File: src/rtl/audio_pkg.sv
// Shared audio types for the DAC feed path: sample type, feeder states,
// frame timing constant and the output format helper.
package audio_pkg;

  typedef logic [15:0] sample_t;

  typedef enum logic [1:0] {
    IDLE  = 2'd0,
    PRIME = 2'd1,
    RUN   = 2'd2
  } feed_state_t;

  // 24-bit DAC8550 frame plus SYNC recovery, in sclk cycles
  localparam int DAC_FRAME_CYCLES = 26;

  // Offset-binary sources get their MSB flipped into two's complement
  function automatic sample_t fmt_sample(input sample_t x, input bit twos_comp);
    return twos_comp ? x : {~x[15], x[14:0]};
  endfunction

endpackage

File: src/rtl/dac_sample_feeder_if.sv
// Upstream sample handshake: producer drives valid/data, feeder returns ready.
interface dac_sample_feeder_if;
  import audio_pkg::*;

  logic    in_valid;
  sample_t in_data;
  logic    in_ready;

  modport master (output in_valid, output in_data, input in_ready);
  modport slave  (input in_valid, input in_data, output in_ready);

endinterface

File: src/rtl/sample_fifo.sv
// Single-clock FIFO. Push is ignored when full and pop is ignored when
// empty, so callers may present raw requests. Storage is not reset.
module sample_fifo #(
  parameter int DEPTH = 8,
  parameter int W     = 16
) (
  input  logic                     sclk,
  input  logic                     rst_n,
  input  logic                     push,
  input  logic                     pop,
  input  logic [W-1:0]             wdata,
  output logic [W-1:0]             rdata,
  output logic                     full,
  output logic                     empty,
  output logic [$clog2(DEPTH):0]   level
);

  localparam int AW = $clog2(DEPTH);
  localparam int LW = AW + 1;

  logic [W-1:0]  mem [DEPTH];
  logic [AW-1:0] wr_ptr;
  logic [AW-1:0] rd_ptr;
  logic          push_ok;
  logic          pop_ok;

  assign full    = (level == LW'(DEPTH));
  assign empty   = (level == '0);
  // no write bypass: a full FIFO refuses the push even if a pop happens too
  assign push_ok = push & ~full;
  assign pop_ok  = pop & ~empty;
  assign rdata   = mem[rd_ptr];

  // sample storage, deliberately left out of reset
  always_ff @(posedge sclk) begin
    if (push_ok) mem[wr_ptr] <= wdata;
  end

  // pointers wrap naturally at DEPTH (power of two)
  always_ff @(posedge sclk or negedge rst_n) begin
    if (!rst_n) begin
      wr_ptr <= '0;
      rd_ptr <= '0;
    end else begin
      if (push_ok) wr_ptr <= wr_ptr + AW'(1);
      if (pop_ok)  rd_ptr <= rd_ptr + AW'(1);
    end
  end

  // occupancy: unchanged on simultaneous push and pop
  always_ff @(posedge sclk or negedge rst_n) begin
    if (!rst_n) begin
      level <= '0;
    end else begin
      case ({push_ok, pop_ok})
        2'b10:   level <= level + LW'(1);
        2'b01:   level <= level - LW'(1);
        default: level <= level;
      endcase
    end
  end

endmodule

File: src/rtl/dac_sample_feeder.sv
// Paces buffered samples into the DAC8550 driver: one endac pulse every
// PERIOD sclk cycles once PREFILL samples are queued, with the popped sample
// registered onto indata on the same edge that raises endac.
module dac_sample_feeder
  import audio_pkg::*;
#(
  parameter int DEPTH     = 8,
  parameter int PERIOD    = 26,
  parameter int PREFILL   = 4,
  parameter bit TWOS_COMP = 1'b1
) (
  input  logic                   sclk,
  input  logic                   rst_n,
  input  logic                   en,
  dac_sample_feeder_if.slave     up,
  output logic                   endac,
  output sample_t                indata,
  output logic                   underrun,
  output logic [$clog2(DEPTH):0] level
);

  localparam int LW = $clog2(DEPTH) + 1;
  localparam int CW = $clog2(PERIOD);

  if (PERIOD < DAC_FRAME_CYCLES) begin : g_chk_period
    $error("PERIOD shorter than one DAC frame");
  end
  if ((DEPTH < 2) || (DEPTH > 64) || ((DEPTH & (DEPTH - 1)) != 0)) begin : g_chk_depth
    $error("DEPTH must be a power of two in 2..64");
  end
  if ((PREFILL < 1) || (PREFILL > DEPTH)) begin : g_chk_prefill
    $error("PREFILL must be in 1..DEPTH");
  end

  feed_state_t   state;
  feed_state_t   state_nxt;
  logic [CW-1:0] cnt;
  logic          fire;
  logic          full;
  logic          empty;
  sample_t       head;

  sample_fifo #(
    .DEPTH (DEPTH),
    .W     (16)
  ) u_fifo (
    .sclk  (sclk),
    .rst_n (rst_n),
    .push  (up.in_valid),
    .pop   (fire),
    .wdata (up.in_data),
    .rdata (head),
    .full  (full),
    .empty (empty),
    .level (level)
  );

  // ready depends on occupancy only, never on in_valid
  assign up.in_ready = ~full;

  // a pulse is due on the edge after the counter sits at PERIOD-1; dropping
  // en in that cycle suppresses it
  assign fire = (state == RUN) && en && (cnt == CW'(PERIOD - 1));

  // state register
  always_ff @(posedge sclk or negedge rst_n) begin
    if (!rst_n) state <= IDLE;
    else        state <= state_nxt;
  end

  // next-state: en low always returns to IDLE; FIFO contents survive
  always_comb begin
    state_nxt = state;
    case (state)
      IDLE:    if (en) state_nxt = PRIME;
      PRIME: begin
        if (!en)                        state_nxt = IDLE;
        else if (level >= LW'(PREFILL)) state_nxt = RUN;
      end
      RUN:     if (!en) state_nxt = IDLE;
      default: state_nxt = IDLE;
    endcase
  end

  // period counter: runs only in RUN with en high, otherwise held at 0
  always_ff @(posedge sclk or negedge rst_n) begin
    if (!rst_n) begin
      cnt <= '0;
    end else if ((state == RUN) && en) begin
      cnt <= (cnt == CW'(PERIOD - 1)) ? '0 : cnt + CW'(1);
    end else begin
      cnt <= '0;
    end
  end

  // frame-start pulse, underrun flag and the held output sample
  always_ff @(posedge sclk or negedge rst_n) begin
    if (!rst_n) begin
      endac    <= 1'b0;
      underrun <= 1'b0;
      indata   <= '0;
    end else begin
      endac    <= fire;
      underrun <= fire & empty;
      if (fire && !empty) indata <= fmt_sample(head, TWOS_COMP);
    end
  end

endmodule

File: src/flat_wrapper.sv
// flat-port wrapper written by rule: the top's interface ports become plain ports
module dac_sample_feeder_flat import audio_pkg::*;
#(
  parameter int DEPTH     = 8,
  parameter int PERIOD    = 26,
  parameter int PREFILL   = 4,
  parameter bit TWOS_COMP = 1'b1
)
  (sclk, rst_n, en, endac, indata, underrun, level, up_in_valid, up_in_data, up_in_ready);
  dac_sample_feeder_if up_i ();
  input  logic sclk;
  input  logic rst_n;
  input  logic en;
  output logic endac;
  output sample_t indata;
  output logic underrun;
  output logic [$clog2(DEPTH):0] level;
  input wire logic [$bits(up_i.in_valid)-1:0] up_in_valid;
  input wire logic [$bits(up_i.in_data)-1:0] up_in_data;
  output wire logic [$bits(up_i.in_ready)-1:0] up_in_ready;
  assign up_i.in_valid = up_in_valid;
  assign up_i.in_data = up_in_data;
  assign up_in_ready = up_i.in_ready;
  dac_sample_feeder #(.DEPTH(DEPTH), .PERIOD(PERIOD), .PREFILL(PREFILL), .TWOS_COMP(TWOS_COMP)) u_core (.sclk(sclk), .rst_n(rst_n), .en(en), .up(up_i), .endac(endac), .indata(indata), .underrun(underrun), .level(level));
endmodule
File: config.mk
export PLATFORM = sky130hd
export DESIGN_NAME = dac_sample_feeder_flat
export DESIGN_NICKNAME = d
export VERILOG_FILES = /design/src/rtl/audio_pkg.sv /design/src/rtl/dac_sample_feeder_if.sv /design/src/rtl/sample_fifo.sv /design/src/rtl/dac_sample_feeder.sv /design/src/flat_wrapper.sv
export SDC_FILE = /design/constraint.sdc
export NUM_CORES = 1
export LEC_CHECK = 0
export BUFFER_PORTS_ARGS = -buffer_cell sky130_fd_sc_hd__buf_2
export CORE_ASPECT_RATIO = 1.4
export CORE_MARGIN = 5
export CORE_UTILIZATION = 45
export CTS_CLUSTER_SIZE = 40
export DETAILED_ROUTE_END_ITERATION = 10
export PLACE_DENSITY = 0.73
export SLEW_MARGIN = 10
export SYNTH_ARGS = -nofsm -noshare
export SYNTH_HDL_FRONTEND = slang
export SYNTH_SLANG_ARGS = --single-unit
export TNS_END_PERCENT = 50
File: constraint.sdc
create_clock -name sclk -period 3.95 [get_ports sclk]
set_clock_uncertainty 0.1 [all_clocks]
set_input_delay 0.1975 -clock sclk [delete_from_list [all_inputs] [get_ports sclk]]
set_output_delay 0.1975 -clock sclk [all_outputs]
set_load 0.05 [all_outputs]
==> metrics.txt, run 1 <==
drc violations=0; CTS Root Buffer Type=clkbuf_16; Layout fillers=1022; crit end category=flip-flop; via count=about 3100; Tcrit/Tclk final=0.706; Static Leak=2.82 nW; Critical Path RT=roughly 4.1 ns; CTS tree=done; CP startpoint kind=flip-flop; core area=approximately 14000 µm²; kind of critical path=flip-flop to flip-flop; nets@finish=429; First-pass DRT Iterations=4; CP endpoint=u_core.u_fifo.level[2]$_DFFE_PN0P_; Clock Pin Slew Worst Setup and Hold Paths=about 0.070 ns; total wire length=approximately 11000 µm; worst flop-to-flop path endpoint=u_core.u_fifo.level[2]$_DFFE_PN0P_; critical path peak fanout=15; Hold/Removal Path Class=input pin to asynchronous set/reset pin; setup bufs post-CTS=0; peak supply drop=slightly below 0.0003 V; CP top delay family=adder cells; Fin. Hold Viols=0; initial antenna violation count=0; most common cell after layout, fill and taps aside=edfxtp_1; Synth-to-Final Area Change=18.6%; RSZ-0062 raised after global routing=no; Final min period=2.79 ns; MaxCap Viol Count=0; port buffer count=42; Post-synth EDFFs=around 130; register area share after synthesis=0.731; Rel. slew slack=0.249; met2 WL post-DR=between 6000 and 7000 µm; Post-Synthesis Cells=roughly 320; net count after synthesis=around 350; Core Rows=about 50; DR WL/cell=19.0 µm; first-pass GRT wire length=between 15000 and 20000 µm; CTS Sinks=approximately 160; TNS Setup=0 ns; GRT Total Usage=0.144; max layer used=met4; worst skew pair latency=approximately 0.42 ns; Die W=around 110 µm; largest net degree at the start of global routing=36; I/O pins=43; Resized cells post-CTS=0; Post-DP HPWL=between 6000 and 7000 µm; Post-synth top flop=edfxtp_1; R2R Path Start=u_core.cnt[1]$_DFF_PN0_; Crit-path slowest cell=nor3_4; R2R cell count=11; CP Depth=11; slowest stage delay, CP=0.55 ns; metal3 WL=around 450 µm; CTS Buffer Depth=2; wl on met1=about 4600 µm; vias per cell=5.23; initial drt markers=222; register bit total from synthesis=between 150 and 200; register-to-register setup slack=about 1.2 ns; Slew @ Worst Pin=between 1 and 1.5 ns; Num CTS Buffers=17; Final Setup Violations=0; total grt overflow=0; PD cells=559 nW/µm²; layout cells sized above 1=0.236; fmax=roughly 0.36 GHz; GPL Wtd Cong=approximately 0.72; Final Util=0.548; Antenna diodes=0; Buf+Inv Stages, Crit Path=1; ys async rst share=0.215; Netlist Area Pre-Place=6460 µm²; crit-path cells=inv_1 -> ha_1 -> nand4b_4 -> nor3_4 -> ha_1 -> xor2_1 -> ha_1 -> a21oi_1 -> xor2_1 -> nor2_1 -> xor2_1; DIE HEIGHT=around 150 µm; most frequent cells in the layout=edfxtp_1 (128), buf_2 (42), dfrtp_1 (35); final antenna-violating net count=0; die area=16900 µm²; final slew viol count=0; H-tree depth=4; status=complete, no violations; Syn Area/Cell=between 15 and 20 µm²; Yosys warnings=0; CP Data Arrival Time=~3.0 ns; number of distinct library cells after synthesis=33; CP Launch Point=u_core.cnt[1]$_DFF_PN0_; Initial Util=0.462; number of global-route vias before repair=roughly 3300
==> cell usage after synthesis, drive strengths merged (2+ instances only) <==
cell    count  area [µm²]
nor4        2        18.8
buf        12        97.6
and2        2        12.5
nand2b      4        25.0
edfxtp    128        3840
nand3b      2        15.0
nand2       5        21.3
nand3       5        25.0
nor3        4        31.3
mux2        3        33.8
mux4       32         826
xnor2       5        43.8
dfrtp      35         876
a21oi      17        85.1
mux2i      17         170
ha          7        87.6
nor2       29         109
xor2        6        52.6
==> worst min path at each step <==
stage / to / slack, ns / depth (start not counted)
after global placement: u_core.u_fifo.level[2]$_DFFE_PN0P_ / 0.25 / 1
after global routing: u_core.indata[1]$_DFFE_PN0P_ / 0.43 / 2
after floorplan: u_core.cnt[0]$_DFF_PN0_ / -0.20 / 0
after detailed placement: u_core.u_fifo.level[3]$_DFFE_PN0P_ / 0.27 / 1
after CTS: u_core.u_fifo.level[3]$_DFFE_PN0P_ / 0.36 / 2
final: u_core.u_fifo.level[3]$_DFFE_PN0P_ / 0.35 / 2
==> metrics by stage <==
step,power (mW),area [µm²],std cells,worst slack [ns],hold WS (ns)
CTS,4.33,7650,600,1.14,0.360
finish,4.28,7650,600,1.16,0.346
global route,4.46,7650,600,0.932,0.433
global placement,2.72,6900,549,1.34,0.253
detailed placement,2.76,6900,549,1.16,0.269
floorplan,2.54,6460,324,0.782,-0.198
==> state kept, by name (all words and copies together), names as in the netlist <==
| name | count |
|---|---|
| u_core.u_fifo.mem | 128 |
| u_core.indata | 16 |
| u_core.u_fifo.rd_ptr | 3 |
| u_core.u_fifo.level | 4 |
| u_core.u_fifo.wr_ptr | 3 |
| u_core.underrun | 1 |
| u_core.state | 2 |
| u_core.cnt | 5 |
| u_core.endac | 1 |
==> cell families (layout without fill, tap and decap cells) <==
| kind of cell | Yosys count | in the layout | share of synthesized area |
|---|---|---|---|
| buffers and inverters | 14 | 105 | 0.0163 |
| AOI/OAI and AO/OA | 19 | 19 | 0.0153 |
| and+or+nand+nor | 58 | 58 | 0.0494 |
| xor gates and xnor gates | 11 | 11 | 0.0149 |
| DFF | 163 | 163 | 0.731 |
| adders and majority gates | 7 | 7 | 0.0136 |
| muxes | 52 | 52 | 0.159 |
==> report_power, final <==
part           internal, mW  switching [mW]
sequential             2.09           0.113
combinational         0.182           0.337
clock                 0.884           0.672
==> area by class of cell <==
type / count / area [µm²] / area share
inverters: 1 / 3.75 / 0.000490
multi-input cells: 147 / 1650 / 0.215
clock buffers: 17 / 425 / 0.0556
flip-flops and latches: 163 / 4720 / 0.617
repair buffers: 72 / 483 / 0.0631
clock inverters: 15 / 144 / 0.0188
well taps: 185 / 231 / 0.0302
==> repair_timing <==
action | 4_1_cts | 5_1_grt
setup endpoints to repair | 0 | 0
endpoints found under the hold margin | 166 | 0
hold buffers | 19 | 0
==> layer usage <==
layer,GRT usage,vias up
li1,-,1458
met1,0.163,1585
met2,0.260,80
met3,0.0385,14
met4,0.0609,0
met5,0,-
Power figures use the tool's default switching activity.
==> run 2: changes to the inputs <==
Clock period 3.95 ns to 2.7 ns, I/O delays scaled along.
==> metrics.txt, run 2 (same netlist as run 1, synthesis figures left out) <==
Crit path top cell by count=xor2_1; largest registers=u_core.u_fifo.mem (128), u_core.indata (16), u_core.cnt (5); drc violations=0; I/O pins=43; Cells after DPL=between 500 and 600; first-pass GRT wire length=18100 µm; Seq. cell area=between 4000 and 5000 µm²; DR WL/cell=between 15 and 20 µm; RSZ-0062 raised after global routing=no; final antenna-violating net count=0; Final min period=about 2.5 ns; PD cells=slightly above 800 nW/µm²; Layout fillers=1051; via count=approximately 3200; TNS Setup=0 ns; H-tree depth=4; Die W=111 µm; final slew viol count=0; Final Setup Violations=0; most common cell after layout, fill and taps aside=edfxtp_1; Multi-input gate area=1640 µm²; worst skew pair latency=~0.42 ns; Initial Util=0.462; initial antenna violation count=0; R2R Path Start=u_core.u_fifo.level[1]$_DFFE_PN0P_; GPL Wtd Cong=0.771; Post-DP HPWL=about 7000 µm; Crit-path slowest cell=or4b_4; crit end category=flip-flop; initial drt markers=between 200 and 250; largest net degree at the start of global routing=36; vias per cell=5.31; Antenna diodes=0; DIE HEIGHT=152 µm; Hold/Removal Path Class=input pin to asynchronous set/reset pin; R2R cell count=9; CTS Root Buffer Type=clkbuf_16; total wire length=approximately 11000 µm; Synth-to-Final Area Change=19.5%; GRT Total Usage=0.145; peak supply drop=0.000432 V; core area=roughly 14000 µm²; nets@finish=between 400 and 500; Core Rows=51; most frequent cells in the layout=edfxtp_1 (128), buf_2 (42), dfrtp_1 (32); Rel. slew slack=0.417; MaxCap Viol Count=0; Clock Pin Slew Worst Setup and Hold Paths=0.06 ns; CP top delay family=simple AND/OR/NAND/NOR gates; Tcrit/Tclk final=0.942; Fin. Hold Viols=0; CTS Sinks=163; slowest stage delay, CP=0.59 ns; Placed Area=6940 µm²; setup bufs post-CTS=0; number of global-route vias before repair=between 3000 and 4000; Hold-fix buffers, CTS=19; Slew @ Worst Pin=between 0.8 and 0.9 ns; port buffer count=42; die area=approximately 17000 µm²; Finished Cell Area=between 7000 and 8000 µm²; CP startpoint kind=flip-flop; CP Depth=9; critical path peak fanout=8; Critical Path RT=between 2 and 3 ns; kind of critical path=flip-flop to flip-flop; Resized cells post-CTS=0; First-pass DRT Iterations=4; Num CTS Buffers=17; fmax=between 0.3 and 0.4 GHz; CP Launch Point=u_core.u_fifo.level[1]$_DFFE_PN0P_; layout cells sized above 1=0.251; total grt overflow=0; status=complete, no violations; Static Leak=between 2 and 3 nW; Biggest register=u_core.u_fifo.mem; max FFs per register=~130; Buf+Inv Stages, Crit Path=0; crit-path cells=or4b_4 -> nand2_2 -> ha_1 -> xor2_1 -> ha_1 -> a21oi_1 -> xor2_1 -> nor2_1 -> xor2_1; CP Data Arrival Time=around 2.7 ns; CTS Buffer Depth=2; post-route insts no fill=604; Final Util=0.552; CTS tree=done
## run 2: per-stage QoR
| stage | power [mW] | setup slack (ns) | hold WS, ns |
|---|---|---|---|
| after detailed placement | 4.03 | 0.177 | 0.202 |
| after CTS | 6.41 | 0.157 | 0.289 |
| final | 6.35 | 0.157 | 0.277 |
| after floorplan | 3.73 | -0.0226 | -0.261 |
| after global placement | 3.98 | 0.310 | 0.183 |
| after global routing | 6.60 | 0.0524 | 0.375 |
## run 2: worst reg2reg max path: stages, from the launching register on
cell     delay (ns)
dfrtp_2        0.46
or4b_4         0.59
nand2_2        0.14
ha_1           0.28
xor2_1         0.11
ha_1           0.19
a21oi_1        0.16
xor2_1         0.19
nor2_1         0.07
xor2_1         0.14
## run 2: power breakdown
group	switching [mW]	internal, mW
combinational	0.498	0.269
clock	1.04	1.31
sequential	0.160	3.07
## run 2: per-layer routing
layer	share of wire	wire length, µm	GRT usage
met5	0	0	0
met4	0.016	181	0.0712
met3	0.039	448	0.0310
met2	0.54	6190	0.264
met1	0.40	4600	0.161
## run 2: path summary, 6_finish.rpt
path	to	slack, ns
setup / recovery	u_core.u_fifo.level[2]$_DFFE_PN0P_	0.16
hold / removal	u_core.u_fifo.level[0]$_DFFE_PN0P_	0.28
setup reg to reg	u_core.u_fifo.level[2]$_DFFE_PN0P_	0.16
hold reg to reg	u_core.cnt[0]$_DFF_PN0_	0.41
max in group asynchronous	u_core.u_fifo.level[1]$_DFFE_PN0P_	1.63
min in group sclk	u_core.state[1]$_DFFE_PN0P_	0.40
## run 2: area by class of cell
type,instances,share of cell area
sequential,163,0.612
timing repair buffer,76,0.0681
multi-input combinational,147,0.213
clock inverter,15,0.0214
inverter,1,0.000486
tap,185,0.0300
clock buffer,17,0.0551
==> run 3: changes to the inputs <==
Settings changed: CELL_PAD_IN_SITES_DETAIL_PLACEMENT set to 0, CELL_PAD_IN_SITES_GLOBAL_PLACEMENT set to 1, PLACE_DENSITY 0.73 to 0.8.
==> metrics.txt, run 3 (same netlist as run 1, synthesis figures left out) <==
First-pass DRT Iterations=4; DIE HEIGHT=152 µm; setup bufs post-CTS=0; core area=14000 µm²; most common cell after layout, fill and taps aside=edfxtp_1; kind of critical path=flip-flop to flip-flop; worst slack, placed=roughly 0.21 ns; Layout fillers=1046; Buf+Inv Stages, Crit Path=0; final slew viol count=0; drc violations=0; R2R Path Start=u_core.u_fifo.level[1]$_DFFE_PN0P_; Slew @ Worst Pin=0.858 ns; Rel. slew slack=0.428; first-pass GRT wire length=around 19000 µm; Initial Util=0.462; CP Data Arrival Time=2.71 ns; Final min period=approximately 2.5 ns; worst skew pair latency=0.41 ns; Placed Area=about 6900 µm²; Tcrit/Tclk final=0.934; Static Leak=about 2.9 nW; Core Rows=51; peak supply drop=0.000487 V; Biggest register=u_core.u_fifo.mem; largest registers=u_core.u_fifo.mem (128), u_core.indata (16), u_core.cnt (5); CTS Sinks=~160; critical path peak fanout=8; MaxCap Viol Count=0; DR WL/cell=around 19 µm; max FFs per register=approximately 130; crit-path cells=or4b_4 -> nand2_2 -> ha_1 -> xor2_1 -> ha_1 -> a21oi_1 -> xor2_1 -> nor2_1 -> xor2_1; Clock Pin Slew Worst Setup and Hold Paths=~0.070 ns; fmax=roughly 0.40 GHz; vias per cell=between 5 and 6; nets@finish=around 430; largest net degree at the start of global routing=36; number of global-route vias before repair=~3400; CTS Buffer Depth=2; H-tree depth=4; Crit-path slowest cell=or4b_4; Design Power=6.49 mW; CTS Root Buffer Type=clkbuf_16; total wire length=roughly 11000 µm; Num CTS Buffers=17; Critical Path RT=2.89 ns; initial drt markers=251; Synth-to-Final Area Change=20.0%; worst flop-to-flop path endpoint=u_core.u_fifo.level[2]$_DFFE_PN0P_; Fin. Hold Viols=0; status=complete, no violations; I/O pins=43; CP startpoint kind=flip-flop; via count=about 3200; crit end category=flip-flop; layout cells sized above 1=0.244; die area=approximately 17000 µm²; most frequent cells in the layout=edfxtp_1 (128), buf_2 (42), dfrtp_1 (32); Post-DP HPWL=6970 µm; RSZ-0062 raised after global routing=no; Antenna diodes=0; PD cells=837 nW/µm²; CP top delay family=simple AND/OR/NAND/NOR gates; total grt overflow=0; Hold/Removal Path Class=input pin to asynchronous set/reset pin; Crit path top cell by count=xor2_1; slowest stage delay, CP=between 0.5 and 0.6 ns; Die W=between 100 and 150 µm; register-to-register setup slack=between 0.15 and 0.2 ns; Final Setup Violations=0; GPL Wtd Cong=between 0.7 and 0.8; CTS tree=done; Final Util=0.554; Final WS setup=between 0.15 and 0.2 ns; final antenna-violating net count=0; R2R cell count=9; port buffer count=42; initial antenna violation count=0; GRT Total Usage=0.147; Finished Cell Area=slightly below 8000 µm²; worst hold margin=approximately 0.28 ns
==> run 3: power by group <==
group          leakage, nW  switching, mW  internal (mW)  total [mW]
Clock                0.303           1.00           1.49        2.49
Sequential            1.63          0.146           3.07        3.21
Combinational        0.923          0.511          0.278       0.789
==> run 3: stage by stage <==
stage	setup TNS [ns]	std cells
2_1_floorplan	-1.08	324
3_3_place_gp	0	552
3_5_place_dp	0	552
4_1_cts	0	603
5_1_grt	0	603
6_report	0	603
==> run 3: repair_timing <==
action                    in CTS  in global routing
hold endpoints to repair     168                  0
hold buffers                  19                  0
resized for setup              0                  0
==> run 3: routing by layer <==
layer  vias to the layer above  part of all wire  wire [µm]  global-route usage
met1                      1629              0.42       4870               0.179
met2                        64              0.53       6100               0.260
met5                         -                 0          0                   0
met3                        14             0.031        357              0.0318
li1                       1466                 -          -                   -
met4                         0             0.015        170              0.0566
==> run 3: area by class of cell <==
type	instances	area, µm²	area share
multi-input cells	147	1640	0.212
clock buffers	18	429	0.0554
clock inverters	14	189	0.0244
flip-flops and latches	163	4720	0.610
well taps	185	231	0.0299
inverters	1	3.75	0.000484
repair buffers	75	531	0.0685
==> run 3: worst max path at each step <==
stage	start	to	slack, ns	depth (start not counted)
finish	u_core.u_fifo.level[1]$_DFFE_PN0P_	u_core.u_fifo.level[2]$_DFFE_PN0P_	0.18	9
global route	u_core.u_fifo.level[1]$_DFFE_PN0P_	u_core.u_fifo.level[2]$_DFFE_PN0P_	0.04	9
CTS	u_core.u_fifo.level[1]$_DFFE_PN0P_	u_core.u_fifo.level[2]$_DFFE_PN0P_	0.20	9
detailed placement	u_core.u_fifo.level[1]$_DFFE_PN0P_	u_core.u_fifo.level[2]$_DFFE_PN0P_	0.21	9
global placement	u_core.u_fifo.level[1]$_DFFE_PN0P_	u_core.u_fifo.level[2]$_DFFE_PN0P_	0.28	9
floorplan	u_core.u_fifo.level[2]$_DFFE_PN0P_	u_core.u_fifo.mem[6][0]$_DFFE_PP_	-0.02	4
